==> config.mk <==
export PLATFORM = sky130hd
export DESIGN_NAME = analog_in_filter
export DESIGN_NICKNAME = d
export VERILOG_FILES = /design/src/rtl/plc_io_pkg.sv /design/src/rtl/analog_prescaler.sv /design/src/rtl/analog_in_filter.sv
export SDC_FILE = /design/constraint.sdc
export NUM_CORES = 1
export LEC_CHECK = 0
export BUFFER_PORTS_ARGS = -buffer_cell sky130_fd_sc_hd__buf_4
export CORE_MARGIN = 2
export CORE_UTILIZATION = 45
export CTS_CLUSTER_DIAMETER = 50
export DETAILED_ROUTE_END_ITERATION = 16
export GPL_TIMING_DRIVEN = 0
export MAX_ROUTING_LAYER = met4
export PLACE_DENSITY = 0.76
export SETUP_SLACK_MARGIN = 0.5
export SYNTH_ARGS = -nofsm -noshare
export SYNTH_HDL_FRONTEND = slang
export SYNTH_SLANG_ARGS = --single-unit
==> constraint.sdc <==
create_clock -name clk -period 14.2 [get_ports clk]
set_input_delay 4.26 -clock clk [delete_from_list [all_inputs] [get_ports clk]]
set_output_delay 4.26 -clock clk [all_outputs]
set_load 0.02 [all_outputs]
==> src/rtl/plc_io_pkg.sv <==
// plc_io_pkg: shared types and constants for the PLC analog I/O path
package plc_io_pkg;
  localparam int BITS_DEF = 16;
  localparam logic IO_DIR_IN = 1'b0;
  localparam logic IO_DIR_OUT = 1'b1;
  typedef enum logic [2:0] {IDLE, WAIT, SAMPLE, CAPTURE, OUTPUT} state_t;
endpackage

==> src/rtl/analog_prescaler.sv <==
// analog_prescaler: free-running divide-by-DIV tick generator, parked at zero while disabled
module analog_prescaler #(
  parameter int DIV = 1000
) (
  input  logic clk,
  input  logic rst,
  input  logic en,
  output logic tick
);
  localparam int W = $clog2(DIV);
  logic [W-1:0] cnt_q, cnt_d;
  if (DIV < 4) begin : g_div_chk
    $error("analog_prescaler: DIV must be at least 4");
  end
  assign tick = cnt_q == W'(DIV - 1);
  // wrap at DIV-1, hold at zero when the channel is off
  always_comb cnt_d = !en || tick ? '0 : cnt_q + W'(1);
  // count register
  always_ff @(posedge clk)
    if (rst) cnt_q <= '0;
    else cnt_q <= cnt_d;
endmodule

==> src/rtl/analog_in_filter.sv <==
// analog_in_filter: paced sampling, box-car averaging and hysteresis flag for one analog input
module analog_in_filter
  import plc_io_pkg::*;
#(
  parameter int BITS = BITS_DEF,
  parameter int AVG_LOG2 = 3,
  parameter int DIV = 1000,
  parameter int HYST = 16
) (
  input  logic            clk,
  input  logic            rst,
  input  logic            en,
  input  logic [BITS-1:0] thr,
  input  logic [BITS-1:0] raw_in,
  output logic            io_en,
  output logic            io_dir,
  output logic [BITS-1:0] value,
  output logic            value_valid,
  output logic            above,
  output logic            busy
);
  localparam int AW = BITS + AVG_LOG2;
  localparam int CW = AVG_LOG2 == 0 ? 1 : AVG_LOG2;
  localparam logic [CW-1:0] CNT_LAST = CW'((1 << AVG_LOG2) - 1);
  state_t state_q, state_d;
  logic [AW-1:0] acc_q, acc_d, acc_nx;
  logic [CW-1:0] cnt_q, cnt_d;
  logic [BITS-1:0] value_q, value_d, avg, hi, lo;
  logic [BITS:0] hi_sum;
  logic above_q, above_d, tick;
  analog_prescaler #(.DIV(DIV)) u_pre (.clk(clk), .rst(rst), .en(en), .tick(tick));
  assign acc_nx = acc_q + AW'(raw_in);
  assign avg = BITS'(acc_nx >> AVG_LOG2);
  assign hi_sum = {1'b0, thr} + (BITS + 1)'(HYST);
  assign hi = hi_sum[BITS] ? '1 : hi_sum[BITS-1:0];
  assign lo = thr >= BITS'(HYST) ? thr - BITS'(HYST) : '0;
  assign io_en = state_q == SAMPLE;
  assign io_dir = IO_DIR_IN;
  assign value = value_q;
  assign value_valid = state_q == OUTPUT;
  assign above = above_q;
  assign busy = cnt_q != '0;
  // sequencing and accumulation; the final capture publishes value/above so they are visible in OUTPUT
  always_comb begin
    state_d = state_q;
    acc_d = acc_q;
    cnt_d = cnt_q;
    value_d = value_q;
    above_d = above_q;
    if (!en) begin
      state_d = IDLE;
      acc_d = '0;
      cnt_d = '0;
    end else begin
      case (state_q)
        IDLE: state_d = WAIT;
        WAIT: state_d = tick ? SAMPLE : WAIT;
        SAMPLE: state_d = CAPTURE;
        CAPTURE: begin
          acc_d = acc_nx;
          cnt_d = cnt_q + CW'(1);
          state_d = WAIT;
          if (cnt_q == CNT_LAST) begin
            state_d = OUTPUT;
            acc_d = '0;
            cnt_d = '0;
            value_d = avg;
            above_d = avg >= hi ? 1'b1 : avg < lo ? 1'b0 : above_q;
          end
        end
        OUTPUT: state_d = WAIT;
        default: state_d = IDLE;
      endcase
    end
  end
  // state registers
  always_ff @(posedge clk)
    if (rst) begin
      state_q <= IDLE;
      acc_q <= '0;
      cnt_q <= '0;
      value_q <= '0;
      above_q <= 1'b0;
    end else begin
      state_q <= state_d;
      acc_q <= acc_d;
      cnt_q <= cnt_d;
      value_q <= value_d;
      above_q <= above_d;
    end
endmodule

==> impl_metrics.json <==
{
  "io_pins": 56,
  "hp-start": "u_pre.cnt_q[0]$_SDFF_PP0_",
  "rows": 34,
  "clk_latency_ns": 0.31,
  "finalCritPeriodShare_pct": 57.8,
  "n_antenna_cell": 0,
  "cap_violations": 0,
  "cts_resized": 0,
  "whs_endpoint": "u_pre.cnt_q[0]$_SDFF_PP0_",
  "ys_seq_area_share_pct": 25.8,
  "syn_avg_cell_area_um2": 7.80,
  "setup_viol": 0,
  "dpl.cell_count": 676,
  "grt_pass1_vias": 3792,
  "synth_edf_count": 0,
  "antenna_left": 0,
  "max_freq_ghz": 0.122,
  "cts_tree": "yes",
  "vias_per_cell": 5.69,
  "layout.cells.most_common": "nor2_1",
  "fillCellCount": 851,
  "start_util_pct": 46.3,
  "vias": 3892,
  "cts_buffers": 5,
  "setup.worst_path.start_class": "primary input",
  "gr-total-overflow": 0,
  "r2r_end": "above$_SDFFE_PP0P_",
  "dp_hpwl_um": 8040,
  "p_per_area_mw_per_mm2": 64.5,
  "fin_skew_ns": 0.0120,
  "tightest_slew_ns": 0.742,
  "path_class": "primary input to register",
  "die-height_um": 98.7,
  "cp_num_buf_inv": 1,
  "cts_sinks": 52,
  "async_flop_share_pct": 0,
  "r2r-start": "acc_q[0]$_SDFFE_PP0N_",
  "mostFrequentLayoutCells": "nor2_1, nand2_1, dfxtp_1, buf_4, ha_1",
  "ys_types": 59,
  "cts_root_buf": "clkbuf_8",
  "port_buffers": 50,
  "drc": 0,
  "power.leakage_uw": 0.00208,
  "htree_num_levels": 2,
  "rr_worst_depth": 18,
  "clkTransAtPathRegs_ns": 0.09,
  "drive_gt1_share_pct": 12.8,
  "antenna_found_initial": 0,
  "whs_ns": 0.444,
  "grt_max_degree": 16,
  "yosys_warnings": 0,
  "grt_setup_unrepaired": "false",
  "post_cts.repair.setup_buffers": 0,
  "cp_data_arrival_time_ns": 8.39,
  "cpPeakStageDelay_ns": 0.42,
  "utilization_pct": 53.4,
  "multiInputGateArea_mm2": 0.00284,
  "wl_per_cell_um": 14.8,
  "hold_depth": 1,
  "die_area_mm2": 0.00975,
  "finalPower_uw": 300,
  "irDropWorstVdd_mv": 0.0422,
  "slew_headroom_pct": 50.1,
  "synth_flop_cell": "dfxtp_1",
  "die_w_um": 98.7,
  "worstPathRequired_ns": 14.38,
  "synth_seq_cells": 52,
  "maxSlewViolCount": 0,
  "syn_area_mm2": 0.00404,
  "fin_setup_tns_ns": 0,
  "track_usage_pct": 21.8,
  "grt_pass1_wl_um": 17200,
  "syn_inst": 518,
  "dr.first_iter.drc_count": 163,
  "timing.critical_path.max_delay_family": "compound AO/OA/AOI/OAI gates",
  "nNetsFinal": 658,
  "cp.depth": 19,
  "slowest_stage": "fa_1",
  "areaGrowthSynthToFinish_pct": 15.3,
  "fin_crit_ns": 8.21,
  "hold_buffers": 0,
  "min_path_type": "register to register",
  "wl_um": 10200,
  "finalNonFillerCells": 684,
  "core_mm2": 0.00872,
  "seqCellArea_mm2": 0.00104,
  "cp-end-kind": "register",
  "dr.pass1.iters": 4,
  "reg2reg_slack_ns": 9.74,
  "cts_max_path_buffers": 2,
  "hold_viol": 0,
  "path_cells": "buf_4, ha_1, fa_1, a21o_1, a221o_1, nand3_1, nand3_1, a31o_2, a21oi_1, xnor2_1, ha_1, a211oi_1, a21boi_0, and4_1, o21ai_2, a31oi_1, o221ai_1, nand2_1, o211ai_1",
  "syn-num-nets": 601,
  "status": "finished, final reports clean",
  "gp_congestion": 0.884,
  "path_max_fanout": 4
}
==> layer usage <==
metal	up-vias	wire length, um	global-route usage, %
met1	1825	4370	27.2
met3	12	621	2.77
met4	0	148	4.95
met5	-	0	-
met2	95	5010	37.9
li1	1960	-	-
==> through the flow <==
stage | worst slack, ns | cell area [um^2]
5_1_grt | 5.74 | 4660
3_3_place_gp | 5.89 | 4550
2_1_floorplan | 6.43 | 4040
6_report | 5.99 | 4660
3_5_place_dp | 5.72 | 4550
4_1_cts | 6.02 | 4660
==> cell families (layout without fill, tap and decap cells) <==
logic type,Yosys count,after routing,share of synthesized area [%]
simple gates,208,208,24.6
compound gates,125,125,20.5
flops,52,52,25.8
fa+ha+maj,49,49,15.3
xor+xnor,41,41,8.89
buf+inv,38,96,3.87
mux,4,4,0.991
other cells,1,1,0.0928
==> flip-flops by register name, summed over array words and instances (netlist names) <==
| register | flops |
|---|---|
| acc_q | 19 |
| value | 16 |
| u_pre.cnt_q | 10 |
| cnt_q | 3 |
| state_q | 3 |
| above | 1 |
==> final cells by class <==
cell class	count	share of cell area, %
sequential	52	22.4
clock buffer	6	1.56
tap	108	2.90
multi-input combinational	428	61.0
timing repair buffer	50	8.06
clock inverter	2	0.752
buffer	25	2.31
inverter	13	1.05
==> power breakdown <==
| part | internal, uW | switching [uW] | leakage (uW) |
|---|---|---|---|
| Sequential | 146 | 0.366 | 0.000419 |
| Combinational | 22.6 | 29.4 | 0.00160 |
| Clock | 52.4 | 49.6 | 0.0000552 |
| Total | 221 | 79.3 | 0.00208 |
==> Yosys cell counts, drive strengths merged (3+ instances only) <==
| master | number | area [um^2] |
|---|---|---|
| xor2 | 22 | 193 |
| nand2 | 61 | 229 |
| or2 | 7 | 43.8 |
| buf | 6 | 36.3 |
| dfxtp | 52 | 1040 |
| nor2b | 3 | 18.8 |
| nand4 | 4 | 25.0 |
| and4 | 6 | 52.6 |
| inv | 13 | 48.8 |
| nand3 | 14 | 70.1 |
| a31o | 4 | 43.8 |
| a21oi | 44 | 220 |
| clkbuf | 19 | 71.3 |
| nor3 | 16 | 80.1 |
| o21a | 4 | 30.0 |
| mux2i | 4 | 40.0 |
| a211oi | 5 | 37.5 |
| a21o | 13 | 97.6 |
| o21ai | 18 | 93.8 |
| xnor2 | 19 | 166 |
| nand2b | 11 | 68.8 |
| a22oi | 13 | 97.6 |
| and3 | 11 | 68.8 |
| nor2 | 62 | 233 |
| ha | 47 | 588 |
==> how the worst max path moves through the flow <==
stage	startpoint	endpoint	slack (ns)
global placement	raw_in[0]	above$_SDFFE_PP0P_	5.89
finish	raw_in[0]	above$_SDFFE_PP0P_	5.99
global route	raw_in[7]	above$_SDFFE_PP0P_	5.74
CTS	thr[4]	above$_SDFFE_PP0P_	6.02
detailed placement	thr[4]	above$_SDFFE_PP0P_	5.72
floorplan	raw_in[0]	above$_SDFFE_PP0P_	6.43
Note: power is estimated with default switching activity, not from simulation.
